--- config.mk ---
export PLATFORM = sky130hd
export DESIGN_NAME = comp_page_scheduler
export DESIGN_NICKNAME = d
export VERILOG_FILES = /design/src/rtl/comp_page_scheduler_pkg.sv /design/src/rtl/comp_page_scheduler_rr_idle_picker.sv /design/src/rtl/comp_page_scheduler.sv
export SDC_FILE = /design/constraint.sdc
export NUM_CORES = 1
export LEC_CHECK = 0
export ABC_AREA = 1
export CAP_MARGIN = 20
export CORE_AREA = 5 5 149 151
export DETAILED_ROUTE_END_ITERATION = 6
export DIE_AREA = 0 0 154 156
export MAX_ROUTING_LAYER = met4
export PLACE_DENSITY = 0.87
export REMOVE_ABC_BUFFERS = 1
export SETUP_SLACK_MARGIN = 0.5
export SLEW_MARGIN = 20
export SYNTH_ARGS = -nofsm -noshare
export SYNTH_HDL_FRONTEND = slang
export SYNTH_SLANG_ARGS = --single-unit
--- constraint.sdc ---
create_clock -name aclk -period 3.8 [get_ports aclk]
set_input_delay 0.57 -clock aclk [delete_from_list [all_inputs] [get_ports aclk]]
set_output_delay 0.57 -clock aclk [all_outputs]
set_load 0.01 [all_outputs]
--- src/rtl/comp_page_scheduler_pkg.sv ---
// Shared types and constants for the compression page scheduler.
package comp_page_scheduler_pkg;

  localparam int COMP_CORES = 4;
  localparam int PAGE_SIZE  = 4096;

  typedef enum logic [1:0] {
    IDLE  = 2'd0,
    ISSUE = 2'd1,
    DRAIN = 2'd2,
    FIN   = 2'd3
  } sched_state_t;

endpackage

--- src/rtl/comp_page_scheduler_rr_idle_picker.sv ---
// Combinational round-robin first-idle core selector, scanning upward from ptr.
// Zero latency; no flow control of its own.
module rr_idle_picker #(
  parameter int N  = 4,
  parameter int IW = (N > 1) ? $clog2(N) : 1
) (
  input  logic [N-1:0]  busy,
  input  logic [IW-1:0] ptr,
  output logic [IW-1:0] idx,
  output logic          found
);

  // Scan farthest-to-nearest so the core closest to ptr is the last one written.
  always_comb begin
    found = 1'b0;
    idx   = ptr;
    for (int k = N - 1; k >= 0; k--) begin
      if (!busy[(int'(ptr) + k) % N]) begin
        found = 1'b1;
        idx   = IW'((int'(ptr) + k) % N);
      end
    end
  end

endmodule

--- src/rtl/comp_page_scheduler.sv ---
// Splits one job into page read requests dispatched round-robin to idle cores; counts completions.
// Latency: start at t -> first request at t+1; a stalled request holds its payload until ready.
module comp_page_scheduler
  import comp_page_scheduler_pkg::*;
#(
  parameter int N_CORES    = COMP_CORES,
  parameter int PAGE_BITS  = $clog2(PAGE_SIZE),
  parameter int VADDR_BITS = 48,
  parameter int CNT_BITS   = 32,
  parameter int CORE_W     = (N_CORES > 1) ? $clog2(N_CORES) : 1
) (
  input  logic                  aclk,
  input  logic                  areset,
  input  logic                  start,
  input  logic [VADDR_BITS-1:0] base_vaddr,
  input  logic [CNT_BITS-1:0]   n_pages,
  output logic                  busy,
  output logic                  done,
  output logic [CNT_BITS-1:0]   cycles,
  output logic                  err_unexp,
  output logic                  rd_req_valid,
  input  logic                  rd_req_ready,
  output logic [VADDR_BITS-1:0] rd_req_vaddr,
  output logic [PAGE_BITS:0]    rd_req_len,
  output logic [CORE_W-1:0]     rd_req_core,
  input  logic [N_CORES-1:0]    core_done,
  output logic [N_CORES-1:0]    core_busy
);

  sched_state_t          state_q, state_d;
  logic [VADDR_BITS-1:0] vaddr_q;
  logic [CNT_BITS-1:0]   n_pages_q, issued_q, completed_q, cycles_q;
  logic                  err_q;
  logic [N_CORES-1:0]    core_busy_q;
  logic [CORE_W-1:0]     rr_ptr_q, hold_core_q;
  logic                  hold_q;

  logic [CORE_W-1:0]     pick_idx, sel_core, rr_next;
  logic                  pick_found, start_acc, hs, last_issue, unexp, cnt_en;
  logic [N_CORES-1:0]    done_hits, grant;
  logic [CNT_BITS-1:0]   done_cnt;
  logic [VADDR_BITS-1:0] page_step;

  rr_idle_picker #(.N(N_CORES), .IW(CORE_W)) u_picker (
    .busy  (core_busy_q),
    .ptr   (rr_ptr_q),
    .idx   (pick_idx),
    .found (pick_found)
  );

  // A stalled request keeps its core even if a lower-index core frees up meanwhile.
  assign sel_core     = hold_q ? hold_core_q : pick_idx;
  assign rd_req_valid = (state_q == ISSUE) && (hold_q || pick_found);
  assign hs           = rd_req_valid && rd_req_ready;
  assign start_acc    = start && (state_q == IDLE);
  assign last_issue   = hs && ((issued_q + CNT_BITS'(1)) == n_pages_q);
  assign cnt_en       = (state_q == ISSUE) || (state_q == DRAIN);
  assign rr_next      = (sel_core == CORE_W'(N_CORES - 1)) ? '0 : sel_core + CORE_W'(1);
  assign page_step    = {{(VADDR_BITS-PAGE_BITS-1){1'b0}}, 1'b1, {PAGE_BITS{1'b0}}};
  assign grant        = hs ? ({{(N_CORES-1){1'b0}}, 1'b1} << sel_core) : '0;

  // Completions from a previous job are meaningless once back in IDLE.
  assign done_hits = (state_q == IDLE) ? '0 : (core_done & core_busy_q);
  assign unexp     = (state_q != IDLE) && (|(core_done & ~core_busy_q));

  always_comb begin
    done_cnt = '0;
    for (int i = 0; i < N_CORES; i++) begin
      done_cnt = done_cnt + CNT_BITS'(done_hits[i]);
    end
  end

  always_comb begin
    state_d = state_q;
    case (state_q)
      IDLE:    if (start) state_d = (n_pages == '0) ? FIN : ISSUE;
      ISSUE:   if (last_issue) state_d = DRAIN;
      DRAIN:   if (completed_q == n_pages_q) state_d = FIN;
      FIN:     state_d = IDLE;
      default: state_d = IDLE;
    endcase
  end

  always_ff @(posedge aclk) begin
    if (areset) begin
      state_q     <= IDLE;
      vaddr_q     <= '0;
      n_pages_q   <= '0;
      issued_q    <= '0;
      completed_q <= '0;
      cycles_q    <= '0;
      err_q       <= 1'b0;
      core_busy_q <= '0;
      rr_ptr_q    <= '0;
      hold_q      <= 1'b0;
      hold_core_q <= '0;
    end else begin
      state_q     <= state_d;
      core_busy_q <= (core_busy_q & ~done_hits) | grant;
      if (start_acc) begin
        vaddr_q     <= base_vaddr;
        n_pages_q   <= n_pages;
        issued_q    <= '0;
        completed_q <= '0;
        err_q       <= 1'b0;
        hold_q      <= 1'b0;
        // An empty job never passes through ISSUE/DRAIN; its single FIN cycle is the elapsed time.
        cycles_q    <= (n_pages == '0) ? CNT_BITS'(1) : '0;
      end else begin
        if (unexp) err_q <= 1'b1;
        completed_q <= completed_q + done_cnt;
        if (cnt_en && (cycles_q != '1)) cycles_q <= cycles_q + CNT_BITS'(1);
        if (hs) begin
          vaddr_q  <= vaddr_q + page_step;
          issued_q <= issued_q + CNT_BITS'(1);
          rr_ptr_q <= rr_next;
          hold_q   <= 1'b0;
        end else if (rd_req_valid) begin
          hold_q      <= 1'b1;
          hold_core_q <= sel_core;
        end
      end
    end
  end

  assign busy         = (state_q != IDLE);
  assign done         = (state_q == FIN);
  assign cycles       = cycles_q;
  assign err_unexp    = err_q;
  assign rd_req_vaddr = vaddr_q;
  assign rd_req_len   = {1'b1, {PAGE_BITS{1'b0}}};
  assign rd_req_core  = sel_core;
  assign core_busy    = core_busy_q;

endmodule
# Word level (Yosys, flattened, before mapping)
# Index checks and enable logic that the tools add are counted.
dict set report totals {
  mem_count 0
  out_inout_bits 103
  regBits 188
  in_bits 88
  latchBits 0
  ramBits 0
  word_cells 103
  romBits 0
}
dict set report op_classes {
  n_div 0
  n_lt_le_gt_ge 4
  muxes 33
  n_mul 0
  n_addsub 11
  n_reduce_logical 22
  n_eq_ne 10
  shift 1
  n_bitwise 11
}
# op count
set ops {}
lappend ops {{$mux 48} 2}
lappend ops {{$add 32x1->32 const B} 2}
lappend ops {{$eq 32x32->1} 2}
lappend ops {{$mux 32} 2}
lappend ops {{$add 48x13->48 const B} 1}
lappend ops {{$add 32x4->32} 1}
lappend ops {{$logic_not 32->1} 1}
lappend ops {{$ne 32x32->1 const B} 1}
lappend ops {{$mux 2} 10}
lappend ops {{$and 4x4->4} 3}
lappend ops {{$lt 3x4->1 const B} 3}
lappend ops {{$mux 1} 12}
lappend ops {{$bmux 1 s2} 4}
lappend ops {{$mux 4} 2}
lappend ops {{$not 4->4} 2}
lappend ops {{$pmux 2 s4} 1}
lappend ops {{$reduce_or 2->1} 4}
lappend ops {{$eq 2x2->1 const B} 3}
lappend ops {{$logic_and 1x1->1} 6}
lappend ops {{$reduce_and 3->1} 2}
lappend ops {{$reduce_bool 2->1} 3}
lappend ops {{$add 2x1->2 const B} 2}
lappend ops {{$add 2x2->2 const B} 2}
lappend ops {{$add 3x1->4} 1}
lappend ops {{15 further kinds} 20}

# Depth between registers and ports, before layout
# Gate-level depths: netlist of run 1.
dict set report depth {
  depth_word 16
  ltp_mapped 23
}

# Modules after synthesis
# Synthesis of run 1 repeated with hierarchy kept, for this count alone.
dict set report hier_totals {
  cells_unflattened 1755
  area_unflattened_um2 11234.5
}
# mod area_per_inst_um2 seq_area_each_um2 instances cells_each
set modules_own_cells {}
lappend modules_own_cells {comp_page_scheduler 10940.5 3763.6 1 1690}
lappend modules_own_cells {rr_idle_picker 294.0 0.0 1 65}

# Worst setup path after synthesis of run 1
# Ideal clock, no wire load.
dict set report synth_path {
  path_kind {register -> register}
  startpoint {register state_q[0]}
  endpoint {register completed_q[30]}
  t_required_ps 3685
  arrival_time_ps 3314
  setup_time_ps 115
  stages_incl_launch_ff 23
  path_slack_ps 371
  cell_sequence {dfxtp_1 -> inv_1 -> ha_1 -> inv_1 -> nand3_1 -> fa_1 -> inv_1 -> fa_1 -> fa_1 -> nand2_2 -> nor3_4 -> nand2_2 -> nor2_2 -> nand3_1 -> nor2_1 -> nand2_1 -> nor2_2 -> nand4_2 -> inv_2 -> nand2_2 -> clkinv_1 -> a21oi_1 -> nor2_1}
}
dict set report synth_via {
  elab_chain_len 6
}
# element line_no
set synth_lines {}
lappend synth_lines {{start, declared} comp_page_scheduler.sv:30} ;# sched_state_t state_q, state_d;
lappend synth_lines {{start signal, assigned} comp_page_scheduler.sv:98} ;# state_q <= state_d;
lappend synth_lines {{$logic_not 2->1 *} {comp_page_scheduler.sv:55, comp_page_scheduler.sv:63}}
lappend synth_lines {{$mux 4} comp_page_scheduler.sv:63} ;# assign done_hits = (state_q == IDLE) ? '0 : (core_done & core_busy_q);
lappend synth_lines {{$add 1x1->2} comp_page_scheduler.sv:69} ;# done_cnt = done_cnt + CNT_BITS'(done_hits[i]);
lappend synth_lines {{$add 2x1->3} comp_page_scheduler.sv:69}
lappend synth_lines {{$add 3x1->4} comp_page_scheduler.sv:69}
lappend synth_lines {{$add 32x4->32} comp_page_scheduler.sv:111} ;# completed_q <= completed_q + done_cnt;
lappend synth_lines {{end signal, assigned} comp_page_scheduler.sv:111}
lappend synth_lines {{end, declared} comp_page_scheduler.sv:32} ;# logic [CNT_BITS-1:0] n_pages_q, issued_q, completed_q, cycles_q;
# Every way passes the cells marked *; elsewhere a longest branch is shown, timed or not.
# A chain may end at the register's enable or synchronous reset.

# Worst setup path in the final report of run 1
dict set report layout_path {
  startpoint {register state_q[0]}
  endpoint {register core_busy_q[0] (netlist: core_busy[0])}
}
dict set report layout_via {
  elab_chain_len 5
}
# element line_no
set layout_lines {}
lappend layout_lines {{$eq 2x1->1 or $logic_not 2->1 (tied branches)} {comp_page_scheduler.sv:53, comp_page_scheduler.sv:63}}
lappend layout_lines {{$logic_and 1x1->1 or $mux 4 (tied branches)} {comp_page_scheduler.sv:53, comp_page_scheduler.sv:63}}
lappend layout_lines {{$logic_and 1x1->1 or $not 4->4 (tied branches)} {comp_page_scheduler.sv:54, comp_page_scheduler.sv:99}}
lappend layout_lines {{$mux 4 or $and 4x4->4 (tied branches)} {comp_page_scheduler.sv:60, comp_page_scheduler.sv:99}}
lappend layout_lines {{$or 4x4->4 *} comp_page_scheduler.sv:99} ;# core_busy_q <= (core_busy_q & ~done_hits) | grant;
lappend layout_lines {{end signal, assigned} comp_page_scheduler.sv:99}
lappend layout_lines {{end, declared} comp_page_scheduler.sv:34} ;# logic [N_CORES-1:0] core_busy_q;
# Marked as above.

==> flow_summary.toml, run 1 <==
[power]
power_density_nw_per_um2 = 493
peakVddDrop_v = 0.000410
power_leakage_nw = 5.44

[detailed_routing]
via_per_inst = 5.50
wl_per_cell_um = 15.5
ant_nets = 0
firstDrtPassIters = 6
num_vias = 11900
drcViolationCount = 0
drtIter0Drc = 944
wl_um = 33600

[critical_path]
crit_path_max_incr_delay_ps = 360
r2r_slack_ps = 290
cp_max_fo = 4
r2r-end = "core_busy[0]$_SDFF_PP0_"
cp_num_buf_inv = 23
crit_arrival_ps = 3850
reg2reg_from = "state_q[0]$_SDFFE_PP0P_"
crit_top_cell = "buf_4"
end_kind = "flop"
critPathKind = "flop to flop"
endpoint = "core_busy[0]$_SDFF_PP0_"
path_depth = 27
reg2reg_depth = 27
critPathSlowestCell = "dfxtp_2"
critPathTopFamily = "buffers and inverters"
worst_setup_path_start_kind = "flop"
worst_ep_required_time_ps = 4130
cp-startpoint = "state_q[0]$_SDFFE_PP0P_"

[clock_network]
cts_tree = "built"
cts-root-buf = "clkbuf_16"
ctsHtreeMaxLevel = 4
clk_latency_ps = 440
cts_buffers = 17
numClockSinks = 188
cts_max_path_buffers = 2
clkTransAtPathRegs_ps = 80
hold_buffers = 0

[floorplan]
die_h_um = 156
start_util_pct = 52.7
die_width_um = 154
coreArea_sq_um = 20700
rows = 53
ioPinCount = 191
dieArea_sq_um = 24000

[hold_path]
hp-class = "flop to flop"

[synthesis]
syn_avg_cell_area_sq_um = 6.52
synthDistinctLibCells = 52
yosysWarningCount = 0
ys_ff_latch = 188
yosysSeqAreaShare_pct = 34.5
yosys.area.top_type_share_pct = 34.5
synth_edf_count = 0
synth_top_flop_cell = "dfxtp_1"
synthArstFlopShare_pct = 0
netlist_area_sq_um = 10900
netlist_instances = 1674
yosys-top-cells-count = "nand2_1, nor2_1, dfxtp_1"
yosysMostFrequentCell = "nand2_1"
netlist_top_cells_area = "dfxtp_1, nand2_1, nor2_1"
synth.largest_area_cell = "dfxtp_1"

[global_routing]
grt_max_degree = 78
grt.total_usage_pct = 27.1
grt_pass1_wl_um = 52400
grt_pass1_vias = 11100
grt_overflow_total = 0
antenna_found_initial = 2

[placed_design]
place_hpwl_um = 23800
gp_congestion = 0.949
place_ws_ps = -25.9
placed_cell_area_sq_um = 12900
io_buffers = 177

[sta]
hold_viol = 0
timing.slew.headroom_pct = 54.2
final.min_clock_period_ps = 3510
worst-slew-pin-transition_ps = 688
fin_tns_setup_ps = 0
clock_skew_ps = 12.7
setup_viol = 0
whs_ps = 483
slew_viol_final = 0
fin_crit_sh_pct = 92.5
rsz0062_at_grt = "yes"
setup_slack_ps = 286
max_freq_mhz = 285

[flow_run]
maxCapViolCount = 0

[outcome]
status = "finished, final reports clean"

[finish]
area_growth_pct = 28.3
finalInstanceArea_sq_um = 14000
drive_above_1_share_pct = 8.79
final_nets = 1980
-- worst min path at each step --
| stage | slack (ps) | endpoint | from | depth (start not counted) |
|---|---|---|---|---|
| final | 480 | err_unexp$_SDFFE_PP0P_ | err_unexp$_SDFFE_PP0P_ | 2 |
| after global routing | 500 | completed_q[4]$_SDFF_PP0_ | completed_q[4]$_SDFF_PP0_ | 1 |
| after CTS | 480 | err_unexp$_SDFFE_PP0P_ | err_unexp$_SDFFE_PP0P_ | 2 |
| after detailed placement | 460 | err_unexp$_SDFFE_PP0P_ | err_unexp$_SDFFE_PP0P_ | 2 |
| after global placement | 460 | rd_req_vaddr[7]$_SDFFE_PP0P_ | rd_req_vaddr[7]$_SDFFE_PP0P_ | 2 |
| after floorplan | 450 | completed_q[4]$_SDFF_PP0_ | completed_q[4]$_SDFF_PP0_ | 1 |
-- per-layer routing --
layer | GRT usage (%) | wire (um) | vias to the layer above
li1 | - | - | 5842
met1 | 31.3 | 13300 | 5425
met2 | 45.4 | 16200 | 531
met3 | 5.30 | 2590 | 118
met4 | 12.7 | 1450 | 0
met5 | - | 0 | -
-- layout by cell type (no fill, tap or decap), drive strengths merged, types with 8 or more instances in the layout --
cell / synthesis / routed
nand2: 442 / 442
nor4: 23 / 23
clkbuf: 33 / 17
conb: 2 / 13
ha: 14 / 14
clkdlybuf4s50: 0 / 174
nor2: 220 / 220
buf: 26 / 53
nor3b: 8 / 8
nand3: 89 / 89
dfxtp: 188 / 188
a21oi: 119 / 119
nor3: 38 / 38
o21ai: 139 / 139
a31oi: 34 / 34
inv: 174 / 185
xor2: 48 / 48
xnor2: 17 / 17
nand4: 20 / 20
-- report_power, final --
part / internal, mW / leakage, nW / total [mW] / switching, mW
clock network: 0.890 / 0.283 / 1.81 / 0.925
registers: 2.26 / 1.54 / 2.61 / 0.349
logic: 1.03 / 3.62 / 2.48 / 1.45
total: 4.18 / 5.44 / 6.90 / 2.72
-- layout make-up --
| cell class | instances | area [sq um] |
|---|---|---|
| timing repair buffer | 230 | 2190 |
| inverter | 176 | 671 |
| clock inverter | 15 | 164 |
| multi-input combinational | 1262 | 6420 |
| clock buffer | 17 | 425 |
| sequential | 188 | 3780 |
| fill | 1730 | 6690 |
| antenna | 2 | 5.00 |
| tap | 275 | 344 |
-- per-stage QoR --
step | cells | util, % | total power, mW
floorplan | 1626 | - | 3.90
global placement | 2093 | 62.3 | 4.77
detailed placement | 2093 | 62.3 | 4.83
CTS | 2155 | 66.5 | 6.77
global route | 2165 | 67.6 | 7.27
finish | 2165 | 67.6 | 6.90
-- cells by family (layout without fill, tap and decap cells) --
kind of cell,after synthesis,count (layout),share of synthesized area (%)
AO/OA/AOI/OAI,304,304,14.6
other,2,15,0.0689
AND/OR/NAND/NOR,860,860,34.3
flip-flops,188,188,34.5
adder cells (fa/ha/maj),17,17,2.16
XOR/XNOR,66,66,5.43
multiplexers,2,2,0.195
buffers and inverters,235,438,8.75
-- registers in the layout, summed over array words and instances, names as in the netlist --
| register | count |
|---|---|
| hold_q | 1 |
| hold_core_q | 2 |
| completed_q | 32 |
| cycles | 32 |
| rr_ptr_q | 2 |
| core_busy | 4 |
| state_q | 2 |
| rd_req_vaddr | 48 |
| err_unexp | 1 |
| issued_q | 32 |
| n_pages_q | 32 |
-- repair_timing --
action,CTS,global route
pin swaps,10,14
setup buffers,30,8
resized for setup,19,51
setup endpoints to repair,17,20
-- worst register-to-register path: stages, from the launching register on --
cell and delay, ps:
dfxtp_2 360, inv_2 70, ha_4 180, inv_6 80, nand3_4 70, buf_4 150
buf_6 100, buf_4 120, buf_4 120, buf_4 120, buf_4 130, buf_4 120
buf_4 120, buf_4 120, buf_6 110, buf_4 120, buf_4 130, buf_4 120
buf_4 130, buf_4 130, buf_4 120, buf_4 120, buf_4 130, buf_6 110
buf_6 110, buf_6 110, nand2_4 50, a21oi_2 50
(Power assumes the default switching activity.)
==> run 2, diff against run 1 <==
--- a/config.mk
+++ b/config.mk
@@ -10,11 +10,10 @@
 export CORE_AREA = 5 5 149 151
 export DETAILED_ROUTE_END_ITERATION = 6
 export DIE_AREA = 0 0 154 156
-export MAX_ROUTING_LAYER = met4
 export PLACE_DENSITY = 0.87
 export REMOVE_ABC_BUFFERS = 1
 export SETUP_SLACK_MARGIN = 0.5
-export SLEW_MARGIN = 20
+export SLEW_MARGIN = 30
 export SYNTH_ARGS = -nofsm -noshare
 export SYNTH_HDL_FRONTEND = slang
 export SYNTH_SLANG_ARGS = --single-unit
==> flow_summary.toml, run 2 (synthesized netlist as in run 1, its figures left out) <==
[finish]
num-fill-cells = 1759
final_core_util_pct = 66.4
final_cells = 2139
area_growth_pct = 25.9
final_common_cell = "nand2_1"
num_antenna_cells = 0
largest_reg_flops = 48
final_cell_mix = "nand2_1, nor2_1, dfxtp_1, clkdlybuf4s50_1, inv_1"
final_nets = 1957
drive_above_1_share_pct = 7.24

[power]
finalPower_mw = 6.80
power_density_nw_per_um2 = 495
power_leakage_nw = 5.29
peakVddDrop_v = 0.000526

[floorplan]
ioPinCount = 191
rows = 53
dieArea_sq_um = 24000
die_width_um = 154
start_util_pct = 52.7
coreArea_sq_um = 20700
die_h_um = 156

[clock_network]
cts_max_path_buffers = 2
numClockSinks = 188
cts_tree = "built"
cts-root-buf = "clkbuf_16"
clkTransAtPathRegs_ps = 80
cts_buffers = 17
ctsHtreeMaxLevel = 4
clk_latency_ps = 440

[sta]
hold_viol = 0
final.min_clock_period_ps = 3390
rsz0062_at_grt = "yes"
slew_viol_final = 0
timing.slew.headroom_pct = 51.9
max_freq_mhz = 295
setup_viol = 0
setup_slack_ps = 410
fin_crit_sh_pct = 89.2
fin_tns_setup_ps = 0
clock_skew_ps = 9.81
worst-slew-pin-transition_ps = 722

[critical_path]
worst_setup_path_start_kind = "flop"
worst_ep_required_time_ps = 4180
end_kind = "flop"
critPathKind = "flop to flop"
crit_chain = "inv_2 > ha_4 > inv_6 > nand3_4 > fa_1 > inv_2 > fa_2 > fa_2 > nand2_2 > nor3_4 > nand2_2 > nor2_4 > nand3_2 > nor2_2 > nand2_1 > nor2_2 > nand4_2 > inv_2 > nand2_4 > or2_0 > a21oi_1"
crit_path_max_incr_delay_ps = 480
critPathTopFamily = "simple AND/OR/NAND/NOR gates"
cp_max_fo = 5
cp_num_buf_inv = 4
crit_top_cell = "inv_2"
crit_arrival_ps = 3770
critPathSlowestCell = "fa_1"

[detailed_routing]
num_vias = 11700
ant_nets = 0
wl_um = 32700
wl_per_cell_um = 15.3
via_per_inst = 5.49
firstDrtPassIters = 6
drtIter0Drc = 932
drcViolationCount = 0

[global_routing]
gr-usage-met1_pct = 31.5
grt_pass1_wl_um = 52400
grt.total_usage_pct = 26.2
grt_pass1_vias = 11100
grt_util_met2_pct = 45.1
grt_overflow_total = 0
antenna_found_initial = 2
top_usage_layer = "met2"
globalRouteMet3Util_pct = 5.05
grt_max_degree = 78

[outcome]
status = "finished, final reports clean"

[placed_design]
place_ws_ps = -42.5
place_hpwl_um = 23700
io_buffers = 177
gp_congestion = 0.924
dp_cells = 2092

[hold_path]
hp-class = "flop to flop"

[flow_run]
maxCapViolCount = 0
## run 2: cell types whose count changed in the layout (fill, tap and decap cells not counted), moves of 3 or more
cell,previous run,this run
buf_4,48,30
buf_6,5,0
clkinvlp_4,2,5
inv_8,5,2
nand2_1,428,431
nor2_4,11,8
## run 2: metal layers
metal	wire, um	share of wire, %
met4	1280	3.9
met5	23	0.070
met2	15800	48
met3	2210	6.8
met1	13300	41
## run 2: layout make-up
| cell class | count | area, sq um | share of cell area (%) |
|---|---|---|---|
| Sequential cell | 188 | 3780 | 27.5 |
| Tap cell | 275 | 344 | 2.51 |
| Clock inverter | 14 | 158 | 1.15 |
| Inverter | 176 | 673 | 4.90 |
| Timing Repair Buffer | 207 | 2000 | 14.6 |
| Clock buffer | 17 | 425 | 3.10 |
| Multi-Input combinational cell | 1262 | 6360 | 46.3 |
## run 2: timing repair
| item | CTS | global route |
|---|---|---|
| resized for setup | 25 | 23 |
| pin swaps | 7 | 13 |
| hold buffers | 0 | 0 |
| endpoints found under the setup margin | 20 | 19 |
| cloned | 0 | 0 |
| buffers inserted | 9 | 7 |
| hold endpoints to repair | 0 | 0 |
## run 2: power breakdown
group	switching [mW]	internal [mW]	total (mW)
clock network	0.874	0.927	1.80
logic	1.41	0.991	2.40
registers	0.345	2.26	2.60
total	2.63	4.18	6.80
## run 2: stage by stage
stage | hold slack, ps | area (sq um)
finish | 476 | 13700
CTS | 475 | 13600
global placement | 458 | 12900
detailed placement | 461 | 12900
floorplan | 454 | 10700
global route | 501 | 13700
## run 2: worst min-delay path, delay by kind of cell (launching register included)
family	cells	cell delay (ps)
flip-flops	1	330
buffers and inverters	1	50
AO/OA/AOI/OAI	1	50
## run 2: worst paths after layout
check | startpoint | end | slack, ps | depth (start not counted)
max | state_q[0]$_SDFFE_PP0P_ | completed_q[24]$_SDFF_PP0_ | 410 | 21
min | err_unexp$_SDFFE_PP0P_ | err_unexp$_SDFFE_PP0P_ | 480 | 2
max reg2reg | state_q[0]$_SDFFE_PP0P_ | completed_q[24]$_SDFF_PP0_ | 410 | 21
min reg2reg | err_unexp$_SDFFE_PP0P_ | err_unexp$_SDFFE_PP0P_ | 480 | 2
==> run 3, diff against run 2 <==
--- a/config.mk
+++ b/config.mk
@@ -8,6 +8,7 @@
 export ABC_AREA = 1
 export CAP_MARGIN = 20
 export CORE_AREA = 5 5 149 151
+export CTS_CLUSTER_SIZE = 24
 export DETAILED_ROUTE_END_ITERATION = 6
 export DIE_AREA = 0 0 154 156
 export PLACE_DENSITY = 0.87
==> results of run 3 <==
Final layout, timing and power as in run 2 (identical DEF).
